`src/rtl/alu_sequencer.sv`:
```
// alu_sequencer: assembles BCD operands/opcode from keypad events and sequences the 9-bit sign+BCD ALU.
// Define ALU_SEQ_CHAIN_EN to let an OPER key in SHOW chain the held result in as the next operand A.
module alu_sequencer #(
  parameter int unsigned ALU_LAT = 2
) (
  input  logic       i_clk,
  input  logic       i_rst,
  input  logic       i_key_valid,
  output logic       o_key_ready,
  input  logic [1:0] i_key_type,
  input  logic [3:0] i_key_data,
  output logic [8:0] o_alu_op,
  output logic       o_alu_assign_op1,
  output logic       o_alu_assign_op2,
  output logic [2:0] o_alu_opcode,
  output logic       o_alu_en,
  input  logic [8:0] i_alu_result,
  output logic [8:0] o_disp_value,
  output logic       o_result_valid,
  output logic       o_busy,
  output logic       o_err
);

  localparam int unsigned OP_W  = 9;
  localparam int unsigned CNT_W = (ALU_LAT > 1) ? $clog2(ALU_LAT) : 1;

  localparam logic [1:0] KEY_DIGIT  = 2'b00;
  localparam logic [1:0] KEY_OPER   = 2'b01;
  localparam logic [1:0] KEY_EQUALS = 2'b10;

  localparam logic [2:0] OPC_ADD = 3'b001;
  localparam logic [2:0] OPC_SUB = 3'b010;

  typedef enum logic [2:0] {
    S_ENTER_A,
    S_ENTER_B,
    S_LOAD_A,
    S_LOAD_B,
    S_EXEC,
    S_CAPTURE,
    S_SHOW
  } state_t;

  state_t            r_state, w_state_nx;
  logic [OP_W-1:0]   r_op_a, w_op_a_nx;
  logic [OP_W-1:0]   r_op_b, w_op_b_nx;
  logic [OP_W-1:0]   r_result, w_result_nx;
  logic [1:0]        r_a_cnt, w_a_cnt_nx;
  logic [1:0]        r_b_cnt, w_b_cnt_nx;
  logic [2:0]        r_opcode, w_opcode_nx;
  logic [CNT_W-1:0]  r_cnt, w_cnt_nx;
  logic              r_err, w_err_nx;

  logic              r_key_ready, w_key_ready_nx;
  logic [OP_W-1:0]   r_alu_op, w_alu_op_nx;
  logic              r_assign_op1, w_assign_op1_nx;
  logic              r_assign_op2, w_assign_op2_nx;
  logic [2:0]        r_alu_opcode, w_alu_opcode_nx;
  logic              r_alu_en, w_alu_en_nx;
  logic [OP_W-1:0]   r_disp, w_disp_nx;
  logic              r_result_valid, w_result_valid_nx;
  logic              r_busy, w_busy_nx;

  logic              w_accept;
  logic              w_digit_ok;
  logic              w_opc_ok;
  logic              w_do_clear;

  assign w_accept   = i_key_valid && r_key_ready;
  assign w_digit_ok = (i_key_data < 4'd10);
  assign w_opc_ok   = (i_key_data[2:0] == OPC_ADD) || (i_key_data[2:0] == OPC_SUB);

  // Next-state, datapath and registered-output decode
  always_comb begin
    w_state_nx  = r_state;
    w_op_a_nx   = r_op_a;
    w_op_b_nx   = r_op_b;
    w_result_nx = r_result;
    w_a_cnt_nx  = r_a_cnt;
    w_b_cnt_nx  = r_b_cnt;
    w_opcode_nx = r_opcode;
    w_cnt_nx    = r_cnt;
    w_err_nx    = r_err;
    w_do_clear  = 1'b0;

    case (r_state)
      S_ENTER_A: begin
        if (w_accept) begin
          case (i_key_type)
            KEY_DIGIT: begin
              if (!w_digit_ok) begin
                w_err_nx = 1'b1;
              end else if (r_a_cnt < 2'd2) begin
                w_op_a_nx  = {1'b0, r_op_a[3:0], i_key_data};
                w_a_cnt_nx = r_a_cnt + 2'd1;
              end
            end
            KEY_OPER: begin
              if (w_opc_ok) begin
                w_opcode_nx = i_key_data[2:0];
                w_op_b_nx   = '0;
                w_b_cnt_nx  = '0;
                w_state_nx  = S_ENTER_B;
              end else begin
                w_err_nx = 1'b1;
              end
            end
            KEY_EQUALS: w_state_nx = S_ENTER_A;
            default:    w_do_clear = 1'b1;
          endcase
        end
      end

      S_ENTER_B: begin
        if (w_accept) begin
          case (i_key_type)
            KEY_DIGIT: begin
              if (!w_digit_ok) begin
                w_err_nx = 1'b1;
              end else if (r_b_cnt < 2'd2) begin
                w_op_b_nx  = {1'b0, r_op_b[3:0], i_key_data};
                w_b_cnt_nx = r_b_cnt + 2'd1;
              end
            end
            KEY_OPER: begin
              // Opcode may only be revised before operand B has started
              if (r_b_cnt == 2'd0) begin
                if (w_opc_ok) begin
                  w_opcode_nx = i_key_data[2:0];
                end else begin
                  w_err_nx = 1'b1;
                end
              end
            end
            KEY_EQUALS: w_state_nx = S_LOAD_A;
            default:    w_do_clear = 1'b1;
          endcase
        end
      end

      S_LOAD_A: w_state_nx = S_LOAD_B;

      S_LOAD_B: begin
        w_cnt_nx   = CNT_W'(ALU_LAT - 1);
        w_state_nx = S_EXEC;
      end

      S_EXEC: begin
        if (r_cnt == '0) begin
          w_state_nx = S_CAPTURE;
        end else begin
          w_cnt_nx = r_cnt - CNT_W'(1);
        end
      end

      S_CAPTURE: begin
        w_result_nx = i_alu_result;
        w_state_nx  = S_SHOW;
      end

      S_SHOW: begin
        if (w_accept) begin
          case (i_key_type)
            KEY_DIGIT: begin
              if (w_digit_ok) begin
                w_op_a_nx  = {5'b0, i_key_data};
                w_a_cnt_nx = 2'd1;
                w_op_b_nx  = '0;
                w_b_cnt_nx = '0;
                w_state_nx = S_ENTER_A;
              end else begin
                w_err_nx = 1'b1;
              end
            end
            KEY_OPER: begin
`ifdef ALU_SEQ_CHAIN_EN
              // Held result (sign included) becomes operand A of the next operation
              if (w_opc_ok) begin
                w_op_a_nx   = r_result;
                w_opcode_nx = i_key_data[2:0];
                w_op_b_nx   = '0;
                w_b_cnt_nx  = '0;
                w_state_nx  = S_ENTER_B;
              end else begin
                w_err_nx = 1'b1;
              end
`else
              w_state_nx = S_SHOW;
`endif
            end
            KEY_EQUALS: w_state_nx = S_SHOW;
            default:    w_do_clear = 1'b1;
          endcase
        end
      end

      default: w_state_nx = S_ENTER_A;
    endcase

    if (w_do_clear) begin
      w_state_nx  = S_ENTER_A;
      w_op_a_nx   = '0;
      w_op_b_nx   = '0;
      w_result_nx = '0;
      w_a_cnt_nx  = '0;
      w_b_cnt_nx  = '0;
      w_opcode_nx = '0;
      w_err_nx    = 1'b0;
    end

    w_key_ready_nx    = (w_state_nx == S_ENTER_A) || (w_state_nx == S_ENTER_B) ||
                        (w_state_nx == S_SHOW);
    w_busy_nx         = !w_key_ready_nx;
    w_assign_op1_nx   = (w_state_nx == S_LOAD_A);
    w_assign_op2_nx   = (w_state_nx == S_LOAD_B);
    w_alu_en_nx       = (w_state_nx == S_EXEC);
    w_result_valid_nx = (r_state == S_CAPTURE);

    w_alu_op_nx = '0;
    if (w_assign_op1_nx) begin
      w_alu_op_nx = w_op_a_nx;
    end else if (w_assign_op2_nx) begin
      w_alu_op_nx = w_op_b_nx;
    end

    w_alu_opcode_nx = '0;
    if ((w_state_nx == S_LOAD_B) || (w_state_nx == S_EXEC) || (w_state_nx == S_CAPTURE)) begin
      w_alu_opcode_nx = w_opcode_nx;
    end

    case (w_state_nx)
      S_ENTER_A: w_disp_nx = w_op_a_nx;
      S_ENTER_B: w_disp_nx = (w_b_cnt_nx != 2'd0) ? w_op_b_nx : w_op_a_nx;
      S_SHOW:    w_disp_nx = w_result_nx;
      default:   w_disp_nx = r_disp;
    endcase
  end

  // State, datapath and output registers
  always_ff @(posedge i_clk) begin
    if (i_rst) begin
      r_state        <= S_ENTER_A;
      r_op_a         <= '0;
      r_op_b         <= '0;
      r_result       <= '0;
      r_a_cnt        <= '0;
      r_b_cnt        <= '0;
      r_opcode       <= '0;
      r_cnt          <= '0;
      r_err          <= 1'b0;
      r_key_ready    <= 1'b1;
      r_alu_op       <= '0;
      r_assign_op1   <= 1'b0;
      r_assign_op2   <= 1'b0;
      r_alu_opcode   <= '0;
      r_alu_en       <= 1'b0;
      r_disp         <= '0;
      r_result_valid <= 1'b0;
      r_busy         <= 1'b0;
    end else begin
      r_state        <= w_state_nx;
      r_op_a         <= w_op_a_nx;
      r_op_b         <= w_op_b_nx;
      r_result       <= w_result_nx;
      r_a_cnt        <= w_a_cnt_nx;
      r_b_cnt        <= w_b_cnt_nx;
      r_opcode       <= w_opcode_nx;
      r_cnt          <= w_cnt_nx;
      r_err          <= w_err_nx;
      r_key_ready    <= w_key_ready_nx;
      r_alu_op       <= w_alu_op_nx;
      r_assign_op1   <= w_assign_op1_nx;
      r_assign_op2   <= w_assign_op2_nx;
      r_alu_opcode   <= w_alu_opcode_nx;
      r_alu_en       <= w_alu_en_nx;
      r_disp         <= w_disp_nx;
      r_result_valid <= w_result_valid_nx;
      r_busy         <= w_busy_nx;
    end
  end

  assign o_key_ready      = r_key_ready;
  assign o_alu_op         = r_alu_op;
  assign o_alu_assign_op1 = r_assign_op1;
  assign o_alu_assign_op2 = r_assign_op2;
  assign o_alu_opcode     = r_alu_opcode;
  assign o_alu_en         = r_alu_en;
  assign o_disp_value     = r_disp;
  assign o_result_valid   = r_result_valid;
  assign o_busy           = r_busy;
  assign o_err            = r_err;

endmodule
```
`config.mk`:
```
export PLATFORM = sky130hd
export DESIGN_NAME = alu_sequencer
export DESIGN_NICKNAME = d
export VERILOG_FILES = /design/src/rtl/alu_sequencer.sv
export SDC_FILE = /design/constraint.sdc
export NUM_CORES = 1
export LEC_CHECK = 0
export CELL_PAD_IN_SITES_DETAIL_PLACEMENT = 1
export CELL_PAD_IN_SITES_GLOBAL_PLACEMENT = 1
export CORE_MARGIN = 2
export CORE_UTILIZATION = 41
export DETAILED_ROUTE_END_ITERATION = 10
export GPL_TIMING_DRIVEN = 1
export HOLD_SLACK_MARGIN = 0.05
export PLACE_DENSITY = 0.9
export SLEW_MARGIN = 20
export SYNTH_ARGS = -nofsm -noshare
export SYNTH_HDL_FRONTEND = slang
export SYNTH_SLANG_ARGS = --single-unit
```
`constraint.sdc`:
```
create_clock -name i_clk -period 2.65 [get_ports i_clk]
set_clock_uncertainty 0.15 [all_clocks]
set_input_delay 0.3975 -clock i_clk [delete_from_list [all_inputs] [get_ports i_clk]]
set_output_delay 0.3975 -clock i_clk [all_outputs]
set_load 0.1 [all_outputs]
```
==> flow_summary.json, run 1 <==
{
  "status": "complete, but fails checks",
  "violations": "negative setup slack",
  "fin_ws_ns": -0.0462,
  "n_antenna_cell": 0,
  "crit_chain": "dlygate4sd2_1, inv_2, ha_4, or4b_4, nor4_4, buf_6, a211oi_4, buf_4, a31oi_2, a21oi_1, a221oi_2",
  "core_area_um2": 7810,
  "fill_cells": 909,
  "routedWlPerCell_um": 27.2,
  "drc": 0,
  "vdd_ir_drop_max_v": 0.000303,
  "start_kind": "input pin",
  "relSlewSlack_pct": 53.2,
  "syn_area_um2": 3350,
  "antenna_found_initial": 0,
  "die_area_um2": 8900,
  "cts_root_buf": "clkbuf_8",
  "clk_latency_ns": 0.36,
  "async_flop_share_pct": 0,
  "critPathArrivalTime_ns": 2.81,
  "grt_setup_unrepaired": "yes",
  "final_max_slew_viol_count": 0,
  "p_per_area_nw_per_um2": 486,
  "reg2reg_slack_ns": -0.04,
  "clock.fmax_ghz": 0.371,
  "layout_min_cycle_time_ns": 2.70,
  "dpl.cell_count": 576,
  "ioPinCount": 46,
  "path_max_fanout": 4,
  "crit_path_end_kind": "flop",
  "p_leak_nw": 2.08,
  "grt_pass1_wl_um": 23100,
  "layout_common_cells": "buf_4, dfxtp_1, nor2_1",
  "synth-seq-cells": 66,
  "hpwl_um": 9030,
  "multi_input_area_um2": 1960,
  "postRouteWirelength_um": 16400,
  "ant_nets": 0,
  "cp.required_ns": 2.76,
  "die_h_um": 94.4,
  "port_buffers": 45,
  "ff_latch_area_um2": 1330,
  "finalNetCount": 517,
  "cts.sinks": 66,
  "die_w_um": 94.4,
  "synth-edff-count": 0,
  "cts_tree": "built",
  "track_usage_pct": 35.2,
  "grt_overflow": 0,
  "ys.flop_type": "dfxtp_1",
  "synth_cell_types": 71,
  "grt_max_degree": 21,
  "ctsHoldBuffers": 0,
  "placementRows": 32,
  "dr.pass1.iters": 5,
  "htree_levels": 3,
  "crit_path_max_incr_delay_ns": 0.47,
  "final_common_cell": "buf_4",
  "numCtsBuffers": 9,
  "cts_buffer_depth": 2,
  "synth_fp_nets": 400,
  "syn_avg_cell_area_um2": 8.88,
  "ys_seq_area_share_pct": 39.5,
  "drt-initial-drc-count": 398,
  "gp_congestion": 0.925,
  "final-instance-count-excl-fill": 601,
  "cap_violations": 0,
  "via_per_inst": 6.63,
  "post_route_cells_drive_above_1_share_pct": 36.3,
  "start_util_pct": 42.9,
  "clk_pin_slew_ns": 0.09,
  "criticalPathCategory": "input pin to flop",
  "placed_area_um2": 4300,
  "crit_path_top_delay_cell": "or4b_4",
  "tightest_slew_ns": 0.685,
  "synth_cells": 377,
  "final_area_um2": 4730,
  "finalCritPeriodShare_pct": 102,
  "flow.area_growth_from_synthesis_pct": 41.3,
  "grt_pass1_vias": 4135,
  "setup_violations": 4,
  "hp-class": "flop to flop",
  "vias": 3985,
  "ys_warn_count": 0,
  "hold_viol": 0
}
## Yosys cell counts, drive strengths merged (5+ instances only)
library cell  count  area share, %
nand3            10            1.6
o211ai            7            1.7
nor2b             6            1.1
nand2            23            2.6
a221o             5            1.5
ha                5            1.9
o21ai            15            2.2
a31oi             9            2.1
a21o              5            1.1
nor2             48            5.4
inv              16            1.8
dfxtp            66             39
nand2b            6            1.1
a22oi             9            2.0
buf              16            3.0
a21oi            21            3.3
and2              7            1.3
mux2i            13            3.9
nor3             12            2.6
clkbuf            8           0.90
## per-layer routing
metal,vias to the layer above,GRT usage [%],share of wire (%)
li1,1618,-,-
met1,1888,40.9,36
met2,345,57.4,47
met3,134,7.58,9.1
met4,0,25.4,7.9
met5,-,0,0
## power breakdown
part	total (mW)	internal (mW)	leakage, nW	switching [mW]
clock network	1.02	0.558	0.109	0.459
registers	1.00	0.996	0.533	0.00615
logic	0.280	0.116	1.44	0.164
## sequential cells by signal, indices dropped and copies added, names as in the netlist, 2 cells and up
name          flops
o_alu_op          9
o_alu_opcode      3
o_disp_value      9
r_a_cnt           2
r_b_cnt           2
r_op_a            9
r_op_b            9
r_opcode          3
r_result          9
r_state           3
## repair_timing
action,CTS,global route
setup endpoints to repair,18,19
pin swaps,5,6
buffers inserted,5,4
resized for setup,22,15
## logic make-up (layout without fill, tap and decap cells)
group	Yosys count	after routing	share of synthesized area, %
simple gates	136	136	22.0
fa+ha+maj	5	5	1.87
flops	66	66	39.5
mux	17	17	5.23
buf+inv	40	162	5.64
xor+xnor	1	1	0.486
compound gates	112	112	25.3
## worst max-delay path: cells and delay by family
| kind | cells | cell delay, ns |
|---|---|---|
| adders and majority gates | 1 | 0.27 |
| and+or+nand+nor | 2 | 0.71 |
| AOI/OAI and AO/OA | 4 | 0.71 |
| buffers and inverters | 4 | 0.71 |
## metrics by stage
stage | hold slack, ns | worst slack, ns | power [mW] | utilization, % | TNS [ns]
floorplan | 0.276 | 0.136 | 1.14 | - | 0
global placement | 0.299 | -0.444 | 1.24 | 55.1 | -7.80
detailed placement | 0.319 | -0.555 | 1.26 | 55.1 | -11.63
CTS | 0.332 | 0.0151 | 2.26 | 59.4 | 0
global route | 0.339 | -0.0842 | 2.34 | 60.6 | -0.428
finish | 0.328 | -0.0462 | 2.30 | 60.6 | -0.0965
## path summary, 6_finish.rpt
check,startpoint,to,cells past startpoint
setup reg to reg,r_state[2]$_SDFF_PP0_,o_disp_value[4]$_SDFFE_PP0P_,7
hold / removal,r_opcode[2]$_SDFF_PP0_,r_opcode[2]$_SDFF_PP0_,2
hold reg to reg,r_opcode[2]$_SDFF_PP0_,r_opcode[2]$_SDFF_PP0_,2
setup / recovery,i_key_type[0],o_disp_value[4]$_SDFFE_PP0P_,11
## cell type report
class / instances / share of cell area [%]
Clock inverter: 6 / 1.88
Clock buffer: 10 / 2.91
Timing Repair Buffer: 130 / 21.7
Inverter: 16 / 1.27
Sequential cell: 66 / 28.1
Tap cell: 102 / 2.70
Multi-Input combinational cell: 271 / 41.4
Note: power is estimated with default switching activity, not from simulation.
==> inputs of run 2 (changes only) <==
--- a/config.mk
+++ b/config.mk
@@ -7,12 +7,13 @@
 export LEC_CHECK = 0
 export CELL_PAD_IN_SITES_DETAIL_PLACEMENT = 1
 export CELL_PAD_IN_SITES_GLOBAL_PLACEMENT = 1
-export CORE_MARGIN = 2
-export CORE_UTILIZATION = 41
+export CORE_MARGIN = 1
+export CORE_UTILIZATION = 24
 export DETAILED_ROUTE_END_ITERATION = 10
 export GPL_TIMING_DRIVEN = 1
 export HOLD_SLACK_MARGIN = 0.05
-export PLACE_DENSITY = 0.9
+export PLACE_DENSITY = 0.62
+export RECOVER_POWER = 100
 export SLEW_MARGIN = 20
 export SYNTH_ARGS = -nofsm -noshare
 export SYNTH_HDL_FRONTEND = slang
==> run 2 against run 1 <==
Against the previous run: the flow now finishes without violations; global-route usage is 18 points lower; register-to-register slack improved by 0.17 ns; combinational power fell by 14%; critical path depth down 2; first-iteration DRC count decreased by 56%; sequential share of layout area is 0.46 points lower; die area increased by 62%; largest power group unchanged; hold slack got worse by 0.016 ns; clock-buffer cell count rose by 1; critical endpoint is now o_disp_value[1]$_SDFFE_PP0P_.
==> flow_summary.json, run 2 (synthesized netlist as in run 1, its figures left out) <==
{
  "status": "completed",
  "numCtsBuffers": 9,
  "finalCritPeriodShare_pct": 95.2,
  "layout_common_cells": "buf_4, dfxtp_1, nor2_1",
  "p_leak_nw": 2.01,
  "ctsHoldBuffers": 0,
  "ioPinCount": 46,
  "start_kind": "input pin",
  "crit_path_top_delay_cell": "clkdlybuf4s50_1",
  "drt-initial-drc-count": 174,
  "fill_cells": 1598,
  "p_total_mw": 2.59,
  "dp_slack_ns": -0.643,
  "grt_max_degree": 23,
  "start_util_pct": 25.0,
  "crit_chain": "clkdlybuf4s50_1, o211a_1, o31ai_1, buf_4, a211oi_4, buf_4, a21oi_1, buf_4, a221oi_1",
  "vias": 3314,
  "ff_latch_area_um2": 1330,
  "grt_overflow": 0,
  "grt_pass1_vias": 3505,
  "hp-class": "flop to flop",
  "final_common_cell": "buf_4",
  "finalNetCount": 521,
  "cts_buffer_depth": 2,
  "final_core_util_pct": 35.8,
  "cts_tree": "built",
  "clk_pin_slew_ns": 0.06,
  "cts.sinks": 66,
  "clk_latency_ns": 0.33,
  "final_area_um2": 4800,
  "path_max_fanout": 5,
  "routedWlPerCell_um": 17.0,
  "ant_nets": 0,
  "path_common_cell": "buf_4",
  "grt_setup_unrepaired": "no",
  "hpwl_um": 8670,
  "criticalPathCategory": "input pin to flop",
  "drc": 0,
  "final_max_slew_viol_count": 0,
  "cp.required_ns": 2.74,
  "n_antenna_cell": 0,
  "multi_input_area_um2": 1910,
  "via_per_inst": 4.88,
  "cap_violations": 0,
  "relSlewSlack_pct": 21.5,
  "flow.area_growth_from_synthesis_pct": 43.2,
  "core_area_um2": 13400,
  "setup_violations": 0,
  "p_per_area_nw_per_um2": 540,
  "track_usage_pct": 16.7,
  "die_area_um2": 14400,
  "clock.fmax_ghz": 0.396,
  "antenna_found_initial": 0,
  "crit_path_max_incr_delay_ns": 0.61,
  "port_buffers": 45,
  "tightest_slew_ns": 1.18,
  "fin_ws_ns": 0.127,
  "critPathArrivalTime_ns": 2.61,
  "placementRows": 42,
  "dr.pass1.iters": 4,
  "placed_area_um2": 4490,
  "cts_root_buf": "clkbuf_16",
  "layout_min_cycle_time_ns": 2.52,
  "vdd_ir_drop_max_v": 0.000342,
  "htree_levels": 3,
  "die_w_um": 120,
  "final.setup.tns_ns": 0,
  "crit_path_end_kind": "flop",
  "post_route_cells_drive_above_1_share_pct": 26.8,
  "gp_congestion": 0.840,
  "grt_pass1_wl_um": 18500,
  "hold_viol": 0,
  "die_h_um": 120,
  "postRouteWirelength_um": 11500
}
==> run 2: cell type report <==
type,count,area share [%]
clock buffers,11,5.30
clock inverters,5,1.77
inverters,16,1.25
multi-input cells,271,39.9
flip-flops and latches,66,27.6
well taps,176,4.59
repair buffers,134,19.6
==> run 2: final timing paths <==
| path | depth (start not counted) | slack (ns) | from | end |
|---|---|---|---|---|
| setup / recovery | 9 | 0.13 | i_key_data[1] | o_disp_value[1]$_SDFFE_PP0P_ |
| hold / removal | 2 | 0.31 | r_opcode[2]$_SDFF_PP0_ | r_opcode[2]$_SDFF_PP0_ |
| setup reg to reg | 9 | 0.13 | r_state[0]$_SDFF_PP0_ | o_disp_value[3]$_SDFFE_PP0P_ |
| hold reg to reg | 2 | 0.31 | r_opcode[2]$_SDFF_PP0_ | r_opcode[2]$_SDFF_PP0_ |
==> run 2: metal layers <==
| metal | up-vias | share of wire, % | routed length, um | track usage [%] |
|---|---|---|---|---|
| li1 | 1619 | - | - | - |
| met1 | 1631 | 47 | 5390 | 20.9 |
| met2 | 51 | 48 | 5560 | 28.0 |
| met3 | 13 | 3.4 | 386 | 3.33 |
| met4 | 0 | 1.5 | 175 | 6.56 |
| met5 | - | 0 | 0 | 0 |
==> run 2: repair_timing <==
action | 4_1_cts | 5_1_grt
cloned | 0 | 0
gates resized for setup | 11 | 10
endpoints found under the setup margin | 15 | 16
pin swaps | 4 | 1
buffers inserted | 2 | 0
==> run 2: power breakdown <==
part	leakage [nW]	total [mW]	internal (mW)	switching [mW]
sequential	0.532	1.00	0.997	0.00390
combinational	1.32	0.241	0.108	0.134
clock	0.161	1.35	0.884	0.465
total	2.01	2.59	1.99	0.602
==> run 2: critical path, delay by kind of cell <==
family                 cells  cell delay [ns]
buffers and inverters      4             1.16
AOI/OAI and AO/OA          5             1.06
==> run 2: metrics by stage <==
step                      hold WS (ns)  cells
final                            0.312    679
after global routing             0.351    679
after CTS                        0.307    679
after global placement           0.295    661
after floorplan                  0.276    377
after detailed placement         0.299    661
==> inputs of run 3 (changes only) <==
--- a/config.mk
+++ b/config.mk
@@ -8,11 +8,10 @@
 export CELL_PAD_IN_SITES_DETAIL_PLACEMENT = 1
 export CELL_PAD_IN_SITES_GLOBAL_PLACEMENT = 1
 export CORE_MARGIN = 1
-export CORE_UTILIZATION = 24
+export CORE_UTILIZATION = 41
 export DETAILED_ROUTE_END_ITERATION = 10
 export GPL_TIMING_DRIVEN = 1
-export HOLD_SLACK_MARGIN = 0.05
-export PLACE_DENSITY = 0.62
+export PLACE_DENSITY = 0.9
 export RECOVER_POWER = 100
 export SLEW_MARGIN = 20
 export SYNTH_ARGS = -nofsm -noshare
==> run 3 against run 2 <==
Against the previous run: the run now ends with negative setup slack left; sequential power is essentially flat; core utilization grew 24 points; via count grew 21%; non-clock buffer count shrank 8; combinational power grew 14%; die area shrank 41%; first-iteration DRC count grew 120%; maximum frequency shrank 8.7%; largest power group unchanged.
==> flow_summary.json, run 3 (synthesized netlist as in run 1, its figures left out) <==
{
  "status": "complete, but fails checks",
  "violations": "negative setup slack",
  "cts_root_buf": "clkbuf_8",
  "layout_min_cycle_time_ns": 2.76,
  "htree_levels": 3,
  "die_area_um2": 8530,
  "ioPinCount": 46,
  "numCtsBuffers": 9,
  "via_per_inst": 6.71,
  "hpwl_um": 9370,
  "cts_buffer_depth": 2,
  "p_per_area_nw_per_um2": 533,
  "grt_pass1_wl_um": 23100,
  "port_buffers": 45,
  "n_antenna_cell": 0,
  "layout_common_cells": "buf_4, dfxtp_1, nor2_1",
  "relSlewSlack_pct": 19.3,
  "clk_latency_ns": 0.37,
  "final.setup.tns_ns": -0.351,
  "cp.required_ns": 2.76,
  "vdd_ir_drop_max_v": 0.000496,
  "post_route_cells_drive_above_1_share_pct": 30.8,
  "core_area_um2": 7810,
  "hold_viol": 0,
  "grt_overflow": 0,
  "drt-initial-drc-count": 382,
  "setup_violations": 6,
  "track_usage_pct": 36.5,
  "ant_nets": 0,
  "hp-class": "flop to flop",
  "finalCritPeriodShare_pct": 104,
  "p_leak_nw": 1.99,
  "fin_ws_ns": -0.113,
  "worst_hold_slack_ns": 0.336,
  "postRouteWirelength_um": 16500,
  "flow.area_growth_from_synthesis_pct": 39.8,
  "crit_chain": "buf_4, and3b_1, o211ai_2, buf_12, mux2_2, nand2_1, o211ai_1, a221oi_2",
  "clock.fmax_ghz": 0.362,
  "drc": 0,
  "vias": 4011,
  "dp_slack_ns": -0.663,
  "placed_area_um2": 4310,
  "grt_pass1_vias": 4059,
  "critPathArrivalTime_ns": 2.87,
  "final_max_slew_viol_count": 0,
  "crit_path_end_kind": "flop",
  "cts.sinks": 66,
  "tightest_slew_ns": 1.22,
  "gp_congestion": 0.926,
  "final_common_cell": "buf_4",
  "path_delay_family": "compound AO/OA/AOI/OAI gates",
  "cap_violations": 0,
  "die_w_um": 92.4,
  "dr.pass1.iters": 6,
  "start_util_pct": 42.9,
  "cts_tree": "built",
  "start_kind": "flop",
  "antenna_found_initial": 0,
  "path_buf_inv": 2,
  "ctsHoldBuffers": 0,
  "path_max_fanout": 14,
  "clk_pin_slew_ns": 0.08,
  "fill_cells": 909,
  "die_h_um": 92.4,
  "routedWlPerCell_um": 27.6,
  "finalNetCount": 514,
  "placementRows": 32,
  "grt_max_degree": 21,
  "grt_setup_unrepaired": "yes",
  "criticalPathCategory": "flop to flop",
  "crit_path_max_incr_delay_ns": 0.54,
  "crit_path_top_delay_cell": "dfxtp_1",
  "final_area_um2": 4680
}
[run 3: cell types whose count changed in the layout (fill, tap and decap cells not counted), moves of 3 or more]
cell / delta
and2_1: +3
clkbuf_8: +10
a22oi_1: -4
clkbuf_16: -10
clkbuf_1: -8
a21oi_2: +3
a22oi_2: +4
and2_0: -3
a21oi_1: -3
[run 3: what timing repair did]
action | 4_1_cts | 5_1_grt
resized for setup | 18 | 24
setup endpoints to repair | 23 | 22
pin swaps | 5 | 4
buffers inserted | 5 | 0
gates cloned | 1 | 0
[run 3: stage by stage]
stage | cells | utilization, % | power (mW)
global placement | 576 | 55.3 | 1.25
finish | 598 | 60.0 | 2.49
floorplan | 377 | - | 1.14
detailed placement | 576 | 55.3 | 1.26
CTS | 598 | 60.2 | 2.45
global route | 598 | 60.0 | 2.55
[run 3: layout make-up]
| class | count | area, um^2 | share of cell area [%] |
|---|---|---|---|
| clock inverter | 6 | 136 | 2.91 |
| clock buffer | 10 | 138 | 2.94 |
| inverter | 16 | 60.1 | 1.28 |
| timing repair buffer | 126 | 900 | 19.2 |
| tap | 102 | 128 | 2.73 |
| sequential | 66 | 1330 | 28.4 |
| multi-input combinational | 272 | 1990 | 42.6 |
[run 3: power by group]
group	total (mW)	internal (mW)	switching, mW	leakage [nW]
registers	1.00	0.996	0.00522	0.533
clock network	1.22	0.750	0.468	0.133
logic	0.275	0.110	0.166	1.32
[run 3: path summary, 6_finish.rpt]
kind,start,endpoint,slack (ns),depth (start not counted)
worst max-delay path,r_state[0]$_SDFF_PP0_,o_disp_value[1]$_SDFFE_PP0P_,-0.11,8
worst min-delay path,r_opcode[2]$_SDFF_PP0_,o_alu_opcode[2]$_SDFF_PP0_,0.34,2
worst max register to register,r_state[0]$_SDFF_PP0_,o_disp_value[1]$_SDFFE_PP0P_,-0.11,8
worst min register to register,r_opcode[2]$_SDFF_PP0_,o_alu_opcode[2]$_SDFF_PP0_,0.34,2
[run 3: routing by layer]
| metal | part of all wire [%] | GRT usage, % | up-vias |
|---|---|---|---|
| met5 | 0 | 0 | - |
| met2 | 46 | 60.5 | 324 |
| li1 | - | - | 1604 |
| met3 | 8.9 | 9.28 | 130 |
| met4 | 8.2 | 24.2 | 0 |
| met1 | 37 | 41.4 | 1953 |
[run 3: worst min-delay path, cell delays in order (launching register included)]
cell	delay, ns
dfxtp_1	0.31
o41ai_1	0.08
nor2_1	0.05
